## src/rtl/ex_muldiv_seq_if.sv

```systemverilog
// EX-stage hookup for the iterative RV32M sequencer: request from the pipeline,
// stall/done/result back.
interface ex_muldiv_seq_if #(
  parameter int unsigned XLEN = 32
);

  logic            MdStartE;
  logic [2:0]      Funct3E;
  logic [XLEN-1:0] SrcAE;
  logic [XLEN-1:0] SrcBE;
  logic            FlushE;
  logic            MdStallE;
  logic            MdDoneE;
  logic [XLEN-1:0] MdResultE;

  // Pipeline (EX stage / hazard unit) side
  modport master (
    output MdStartE, Funct3E, SrcAE, SrcBE, FlushE,
    input  MdStallE, MdDoneE, MdResultE
  );

  // Sequencer side
  modport slave (
    input  MdStartE, Funct3E, SrcAE, SrcBE, FlushE,
    output MdStallE, MdDoneE, MdResultE
  );

endinterface

```

## src/rtl/ex_muldiv_seq.sv

```systemverilog
// Iterative RV32M multiply/divide beside the EX ALU: shift-add multiplier and
// restoring divider share one 2*XLEN register, sequenced by IDLE/BUSY/DONE.
module ex_muldiv_seq #(
  parameter int unsigned XLEN = 32
) (
  input logic          clk,
  input logic          rst_n,
  ex_muldiv_seq_if.slave md
);

  localparam int unsigned CNT_W = $clog2(XLEN) + 1;
  localparam int unsigned PW    = 2 * XLEN;

  localparam logic [2:0] F_MUL    = 3'b000;
  localparam logic [2:0] F_MULH   = 3'b001;
  localparam logic [2:0] F_MULHSU = 3'b010;
  localparam logic [2:0] F_MULHU  = 3'b011;
  localparam logic [2:0] F_DIV    = 3'b100;
  localparam logic [2:0] F_DIVU   = 3'b101;
  localparam logic [2:0] F_REM    = 3'b110;
  localparam logic [2:0] F_REMU   = 3'b111;

  localparam logic [XLEN-1:0] MIN_NEG = {1'b1, {(XLEN-1){1'b0}}};

  typedef enum logic [1:0] {
    S_IDLE = 2'd0,
    S_BUSY = 2'd1,
    S_DONE = 2'd2
  } state_e;

  state_e          state_q, state_d;
  logic [CNT_W-1:0] cnt_q, cnt_d;
  logic [PW-1:0]   prod_q, prod_d;
  logic [XLEN-1:0] opnd_q, opnd_d;
  logic [2:0]      op_q, op_d;
  logic            sa_q, sa_d;
  logic            sb_q, sb_d;
  logic [XLEN-1:0] result_q, result_d;
  logic            stall_c;
  logic            done_c;

  // Operand decode for the instruction sitting in EX
  logic            in_div;
  logic            in_a_signed;
  logic            in_b_signed;
  logic            in_sa;
  logic            in_sb;
  logic [XLEN-1:0] mag_a;
  logic [XLEN-1:0] mag_b;
  logic            div_zero;
  logic            div_ovf;
  logic [XLEN-1:0] special_res;

  assign in_div      = md.Funct3E[2];
  assign in_a_signed = (md.Funct3E != F_MULHU) && (md.Funct3E != F_DIVU) &&
                       (md.Funct3E != F_REMU);
  assign in_b_signed = (md.Funct3E == F_MUL) || (md.Funct3E == F_MULH) ||
                       (md.Funct3E == F_DIV) || (md.Funct3E == F_REM);
  assign in_sa       = in_a_signed & md.SrcAE[XLEN-1];
  assign in_sb       = in_b_signed & md.SrcBE[XLEN-1];
  assign mag_a       = in_sa ? ((~md.SrcAE) + XLEN'(1)) : md.SrcAE;
  assign mag_b       = in_sb ? ((~md.SrcBE) + XLEN'(1)) : md.SrcBE;

  // Divides that need no iteration: by zero, and signed most-negative / -1
  assign div_zero    = in_div & (md.SrcBE == '0);
  assign div_ovf     = in_div & ~md.Funct3E[0] & (md.SrcAE == MIN_NEG) &
                       (md.SrcBE == '1);
  assign special_res = div_zero ? (md.Funct3E[1] ? md.SrcAE : '1)
                                : (md.Funct3E[1] ? '0 : MIN_NEG);

  // Multiply step: {hi,lo} holds partial product over the shifting multiplier
  logic [XLEN:0]   mul_sum;
  logic [PW-1:0]   mul_next;

  assign mul_sum  = {1'b0, prod_q[PW-1:XLEN]} + {1'b0, opnd_q};
  assign mul_next = prod_q[0] ? {mul_sum, prod_q[XLEN-1:1]}
                              : {1'b0, prod_q[PW-1:1]};

  // Divide step: {hi,lo} holds partial remainder over the shifting dividend/quotient
  logic [XLEN:0]   rem_sh;
  logic [XLEN:0]   div_diff;
  logic            div_ge;
  logic [PW-1:0]   div_next;

  assign rem_sh   = prod_q[PW-1:XLEN-1];
  assign div_diff = rem_sh - {1'b0, opnd_q};
  assign div_ge   = ~div_diff[XLEN];
  assign div_next = {(div_ge ? div_diff[XLEN-1:0] : rem_sh[XLEN-1:0]),
                     prod_q[XLEN-2:0], div_ge};

  logic [PW-1:0]   step;
  logic [PW-1:0]   prod_fix;
  logic [XLEN-1:0] quo_fix;
  logic [XLEN-1:0] rem_fix;
  logic [XLEN-1:0] fin_result;

  assign step     = op_q[2] ? div_next : mul_next;
  assign prod_fix = (sa_q ^ sb_q) ? ((~step) + PW'(1)) : step;
  assign quo_fix  = (sa_q ^ sb_q) ? ((~step[XLEN-1:0]) + XLEN'(1)) : step[XLEN-1:0];
  assign rem_fix  = sa_q ? ((~step[PW-1:XLEN]) + XLEN'(1)) : step[PW-1:XLEN];

  // Result select applied to the value produced by the final step
  always_comb begin
    fin_result = prod_fix[XLEN-1:0];
    case (op_q)
      F_MUL:                     fin_result = prod_fix[XLEN-1:0];
      F_MULH, F_MULHSU, F_MULHU: fin_result = prod_fix[PW-1:XLEN];
      F_DIV, F_DIVU:             fin_result = quo_fix;
      F_REM, F_REMU:             fin_result = rem_fix;
      default:                   fin_result = prod_fix[XLEN-1:0];
    endcase
  end

  // Next-state, datapath load and stall/done generation
  always_comb begin
    state_d  = state_q;
    cnt_d    = cnt_q;
    prod_d   = prod_q;
    opnd_d   = opnd_q;
    op_d     = op_q;
    sa_d     = sa_q;
    sb_d     = sb_q;
    result_d = result_q;
    stall_c  = 1'b0;
    done_c   = 1'b0;

    unique case (state_q)
      S_IDLE: begin
        if (!md.FlushE && md.MdStartE) begin
          stall_c = 1'b1;
          op_d    = md.Funct3E;
          sa_d    = in_sa;
          sb_d    = in_sb;
          opnd_d  = in_div ? mag_b : mag_a;
          prod_d  = {XLEN'(0), (in_div ? mag_a : mag_b)};
          if (div_zero || div_ovf) begin
            result_d = special_res;
            cnt_d    = '0;
            state_d  = S_DONE;
          end else begin
            cnt_d    = CNT_W'(XLEN);
            state_d  = S_BUSY;
          end
        end
      end

      S_BUSY: begin
        stall_c = 1'b1;
        if (md.FlushE) begin
          cnt_d   = '0;
          state_d = S_IDLE;
        end else begin
          prod_d = step;
          cnt_d  = cnt_q - CNT_W'(1);
          if (cnt_q == CNT_W'(1)) begin
            result_d = fin_result;
            state_d  = S_DONE;
          end
        end
      end

      // Same instruction is still in EX here, so a held start is not a new op
      S_DONE: begin
        done_c  = ~md.FlushE;
        state_d = S_IDLE;
      end

      default: state_d = S_IDLE;
    endcase
  end

  always_ff @(posedge clk or negedge rst_n) begin
    if (!rst_n) begin
      state_q  <= S_IDLE;
      cnt_q    <= '0;
      prod_q   <= '0;
      opnd_q   <= '0;
      op_q     <= '0;
      sa_q     <= 1'b0;
      sb_q     <= 1'b0;
      result_q <= '0;
    end else begin
      state_q  <= state_d;
      cnt_q    <= cnt_d;
      prod_q   <= prod_d;
      opnd_q   <= opnd_d;
      op_q     <= op_d;
      sa_q     <= sa_d;
      sb_q     <= sb_d;
      result_q <= result_d;
    end
  end

  assign md.MdStallE  = stall_c;
  assign md.MdDoneE   = done_c;
  assign md.MdResultE = result_q;

endmodule

```

## src/flat_wrapper.sv

```systemverilog
// flat-port wrapper written by rule: the top's interface ports become plain ports
module ex_muldiv_seq_flat 
#(
  parameter int unsigned XLEN = 32
)
  (clk, rst_n, md_MdStartE, md_Funct3E, md_SrcAE, md_SrcBE, md_FlushE, md_MdStallE, md_MdDoneE, md_MdResultE);
  ex_muldiv_seq_if #(.XLEN(XLEN)) md_i ();
  input logic clk;
  input logic rst_n;
  input wire logic [$bits(md_i.MdStartE)-1:0] md_MdStartE;
  input wire logic [$bits(md_i.Funct3E)-1:0] md_Funct3E;
  input wire logic [$bits(md_i.SrcAE)-1:0] md_SrcAE;
  input wire logic [$bits(md_i.SrcBE)-1:0] md_SrcBE;
  input wire logic [$bits(md_i.FlushE)-1:0] md_FlushE;
  output wire logic [$bits(md_i.MdStallE)-1:0] md_MdStallE;
  output wire logic [$bits(md_i.MdDoneE)-1:0] md_MdDoneE;
  output wire logic [$bits(md_i.MdResultE)-1:0] md_MdResultE;
  assign md_i.MdStartE = md_MdStartE;
  assign md_i.Funct3E = md_Funct3E;
  assign md_i.SrcAE = md_SrcAE;
  assign md_i.SrcBE = md_SrcBE;
  assign md_i.FlushE = md_FlushE;
  assign md_MdStallE = md_i.MdStallE;
  assign md_MdDoneE = md_i.MdDoneE;
  assign md_MdResultE = md_i.MdResultE;
  ex_muldiv_seq #(.XLEN(XLEN)) u_core (.clk(clk), .rst_n(rst_n), .md(md_i));
endmodule
```

## config.mk

```make
export PLATFORM = sky130hd
export DESIGN_NAME = ex_muldiv_seq_flat
export DESIGN_NICKNAME = d
export VERILOG_FILES = /design/src/rtl/ex_muldiv_seq_if.sv /design/src/rtl/ex_muldiv_seq.sv /design/src/flat_wrapper.sv
export SDC_FILE = /design/constraint.sdc
export NUM_CORES = 1
export LEC_CHECK = 0
export CAP_MARGIN = 20
export CELL_PAD_IN_SITES_DETAIL_PLACEMENT = 1
export CELL_PAD_IN_SITES_GLOBAL_PLACEMENT = 2
export CORE_AREA = 2 2 219 221
export CTS_BUF_LIST = sky130_fd_sc_hd__clkbuf_16
export DETAILED_ROUTE_END_ITERATION = 8
export DIE_AREA = 0 0 221 223
export PLACE_DENSITY = 0.83
export SKIP_LAST_GASP = 1
export SLEW_MARGIN = 20
export SYNTH_ARGS = -nofsm -noshare
export SYNTH_HDL_FRONTEND = slang
export SYNTH_SLANG_ARGS = --single-unit
```

## constraint.sdc

```tcl
create_clock -name clk -period 6.8 [get_ports clk]
set_input_delay 2.04 -clock clk [delete_from_list [all_inputs] [get_ports clk]]
set_output_delay 2.04 -clock clk [all_outputs]
set_load 0.02 [all_outputs]
```

==> flow_summary.toml <==
[run_status]
outcome = "finished clean"

[yosys]
syn-num-nets = 2439
synth_cell_types = 101
yosysWarnings = 0
synth_edf_count = 0
async_reset_ff_share_pct = 100.0
seq_area_frac_synth_pct = 21.10
synth_seq_cells = 141
synth_top_flop_cell = "dfrtp_1"
synth_area_um2 = 16720
syn_area_per_cell_um2 = 7.283
postSynthCellCount = 2296

[placed_design]
gp_congestion = 1.010
place_area_um2 = 18670
dp_slack_ns = 0.04570
place_inst = 2968
io_buffers = 104
dpl.hpwl_um = 68740

[routing]
dr_wl_met3_um = 5784
wl_per_cell_um = 28.77
ant_nets = 0
firstDrtPassIters = 5
top_layer_used = "met5"
wl_um = 86320
first_iter_violations = 1526
drc = 0
met2WireLength_um = 39730
routed_via_density = 6.511
wl_met1_um = 35380
vias = 19530

[cts]
cts_tree = "yes"
htreeDepth = 4
cts_buffers = 17
hold_buffers = 0
cts_sinks = 141
clk_latency_ns = 0.50
ctsResizeCount = 0
path_clk_slew_ns = 0.07
clk_path_buf_depth = 2
cts_setup_buffers = 0
root_buffer = "clkbuf_16"

[run]
drv_cap = 0

[worst_hold_path]
hold_class = "register to register"

[final_layout]
final_area_um2 = 19260
stdcell_count = 3000
n_fill_cell = 5852
drive_gt1_share_pct = 7.715
diodes = 0
synthToLayoutAreaGrowth_pct = 15.15
multiInputGateArea_um2 = 12420
ff_latch_area_um2 = 3532
nets = 2515

[sta]
tns_ns = 0
rsz0062_at_grt = "false"
slew_viol_final = 0
fin_crit_ns = 6.272
setup_slack_ns = 0.5282
finalHoldViolCount = 0
setup_viol = 0
worst_pin_slew_ns = 1.154
period_share_pct = 92.23
relSlewSlack_pct = 22.74
skew_ns = 0.009551
fmax_mhz = 159.4

[global_routing]
track_usage_pct = 34.67
grt_antenna_before_repair = 6
grt_pass1_vias = 19890
grt_overflow = 0
grt_pass1_wl_um = 128900
grt_max_degree = 87

[floorplanning]
fp.dieH_um = 223
start_util_pct = 35.47
row_count = 80
die_x_um = 221
io_pins = 105
fp.dieArea_um2 = 49280
coreArea_um2 = 47150

[worst_setup_path]
cp.arrival_ns = 6.65
critPathMaxStageDelay_ns = 0.57
cp_num_buf_inv = 5
path_cells = "clkdlybuf4s50_1, inv_1, ha_1, or3b_2, nor4b_1, buf_4, nand4_1, nand2b_1, or4b_1, o31a_1, a221o_1, inv_2, buf_4, nand3_1, a221oi_1, o211a_1, a31oi_1"
startpoint_type = "input pin"
critPathTopFamily = "simple AND/OR/NAND/NOR gates"
cp_slowest_cell = "or4b_1"
worstSetupPathType = "input pin to register"
required_ns = 7.18
cp-end-kind = "register"
path_max_fanout = 20
cp_common_cell = "buf_4"

[pwr]
vdd_ir_drop_max_v = 0.0002625
p_leak_nw = 7.403
pwr_density_cell_nw_per_um2 = 519.5
-- cell usage after synthesis, types with 8 or more instances --
| cell type | n | area share, % |
|---|---|---|
| xnor2_1 | 95 | 5.0 |
| clkbuf_1 | 94 | 2.1 |
| or2_2 | 10 | 0.37 |
| nand2_1 | 259 | 5.8 |
| o211ai_1 | 51 | 2.3 |
| buf_2 | 13 | 0.39 |
| nand3_1 | 40 | 1.2 |
| o22ai_1 | 12 | 0.45 |
| o21a_1 | 20 | 0.90 |
| a221oi_1 | 14 | 0.73 |
| nor2_1 | 227 | 5.1 |
| o31ai_1 | 32 | 1.4 |
| a211oi_1 | 43 | 1.9 |
| xor2_1 | 56 | 2.9 |
| mux2_2 | 12 | 0.81 |
| nor4_1 | 24 | 0.90 |
| o21ai_0 | 237 | 7.1 |
| mux2i_1 | 49 | 2.9 |
| nor3b_1 | 8 | 0.36 |
| or3_1 | 28 | 1.0 |
| inv_1 | 73 | 1.6 |
| or4_1 | 16 | 0.72 |
| a21boi_0 | 11 | 0.49 |
| nand4_1 | 36 | 1.3 |
| and2_1 | 19 | 0.71 |
| buf_1 | 19 | 0.43 |
| o31a_1 | 9 | 0.47 |
| dfrtp_1 | 141 | 21 |
| a22o_1 | 19 | 1.0 |
| a21o_1 | 25 | 1.1 |
| a21oi_1 | 195 | 5.8 |
| nor3_1 | 66 | 2.0 |
| and3_1 | 17 | 0.64 |
| ha_1 | 70 | 5.2 |
| nor2b_1 | 11 | 0.41 |
| o41ai_1 | 22 | 1.2 |
| a31oi_1 | 39 | 1.5 |
| o21bai_1 | 8 | 0.36 |
| nand2b_1 | 15 | 0.56 |
-- per-layer routing --
| metal | track usage, % | vias to the layer above |
|---|---|---|
| met4 | 20.50 | 4 |
| met2 | 56.85 | 791 |
| met1 | 42.46 | 9736 |
| li1 | - | 8749 |
| met5 | 0 | - |
| met3 | 6.440 | 254 |
-- kinds of logic (layout without fill, tap and decap cells) --
group	count (synthesis)	count (layout)	share of synthesized area [%]
compound gates	846	846	33.20
simple gates	818	818	23.63
buf+inv	206	295	4.856
xor+xnor	151	151	7.909
flops	141	141	21.10
fa+ha+maj	72	72	5.477
mux	62	62	3.831
-- flip-flops by register name (all words and copies together), names as in the netlist --
name and count:
u_core.cnt_q 6, u_core.md.MdResultE 32, u_core.op_q 3, u_core.opnd_q 32, u_core.prod_q 64, u_core.sa_q 1
u_core.sb_q 1, u_core.state_q 2
-- layout make-up --
| class | instances | area share [%] |
|---|---|---|
| Clock buffer | 17 | 2.209 |
| Clock inverter | 15 | 0.8447 |
| Inverter | 76 | 1.481 |
| Multi-Input combinational cell | 1949 | 64.50 |
| Sequential cell | 141 | 18.34 |
| Tap cell | 615 | 3.996 |
| Timing Repair Buffer | 187 | 8.622 |
-- report_power, final --
group	switching [mW]	internal, mW	total (mW)
registers	0.510	1.16	1.67
clock network	0.450	0.543	0.993
logic	4.83	2.51	7.34
-- final timing paths --
path	start	end	slack, ns	cells after the start
min	u_core.md.MdResultE[5]	u_core.md.MdResultE[5]	0.49	2
min in group asynchronous	rst_n	u_core.opnd_q[9]	1.65	1
max	md_SrcBE[0]	u_core.md.MdResultE[31]	0.53	17
max in group asynchronous	rst_n	u_core.md.MdResultE[27]	4.14	2
max reg2reg	u_core.prod_q[31]	u_core.md.MdResultE[8]	0.62	25
min reg2reg	u_core.md.MdResultE[5]	u_core.md.MdResultE[5]	0.49	2
-- stage by stage --
step / utilization [%] / power [mW] / hold WS, ns
4_1_cts: 40.84 / 9.844 / 0.4954
5_1_grt: 40.84 / 10.58 / 0.5320
6_report: 40.84 / 10.00 / 0.4932
3_3_place_gp: 39.60 / 8.675 / 0.4730
2_1_floorplan: - / 6.086 / 0.4777
3_5_place_dp: 39.60 / 8.797 / 0.4850
-- placed cells by master (no fill, tap or decap), types with 19 or more instances in the layout --
cell type and count:
o41ai_1 22, o21ai_0 237, and2_1 19, nand2_1 258
a22o_1 19, mux2i_1 49, ha_1 70, xnor2_1 94
dfrtp_1 140, nand4_1 36, a31oi_1 39, a21o_1 25
or3_1 28, inv_1 73, a211oi_1 43, o211ai_1 51
a21oi_1 195, nor2_1 225, xor2_1 55, clkdlybuf4s50_1 102
nor4_1 24, nor3_1 66, nand3_1 40, buf_4 83
o21a_1 20, o31ai_1 32
-- worst register-to-register path, stage by stage, from the launching register on --
cell and delay [ns]:
dfrtp_1 0.50, inv_1 0.14, ha_1 0.27, fa_1 0.44, nor2b_1 0.25, o311a_1 0.26, o21ai_1 0.29, a21bo_2 0.34
a21oi_2 0.20, nor2_2 0.08, or2_2 0.31, inv_1 0.09, ha_1 0.17, o211ai_1 0.15, o21bai_1 0.22, nor3_1 0.15
buf_4 0.17, nand3_1 0.13, nor3_1 0.30, nand3_1 0.13, buf_4 0.22, o41ai_1 0.45, xnor2_1 0.17, a221oi_1 0.38
buf_4 0.19, o21ai_0 0.07
No activity file was read; power rests on OpenSTA's default activity.
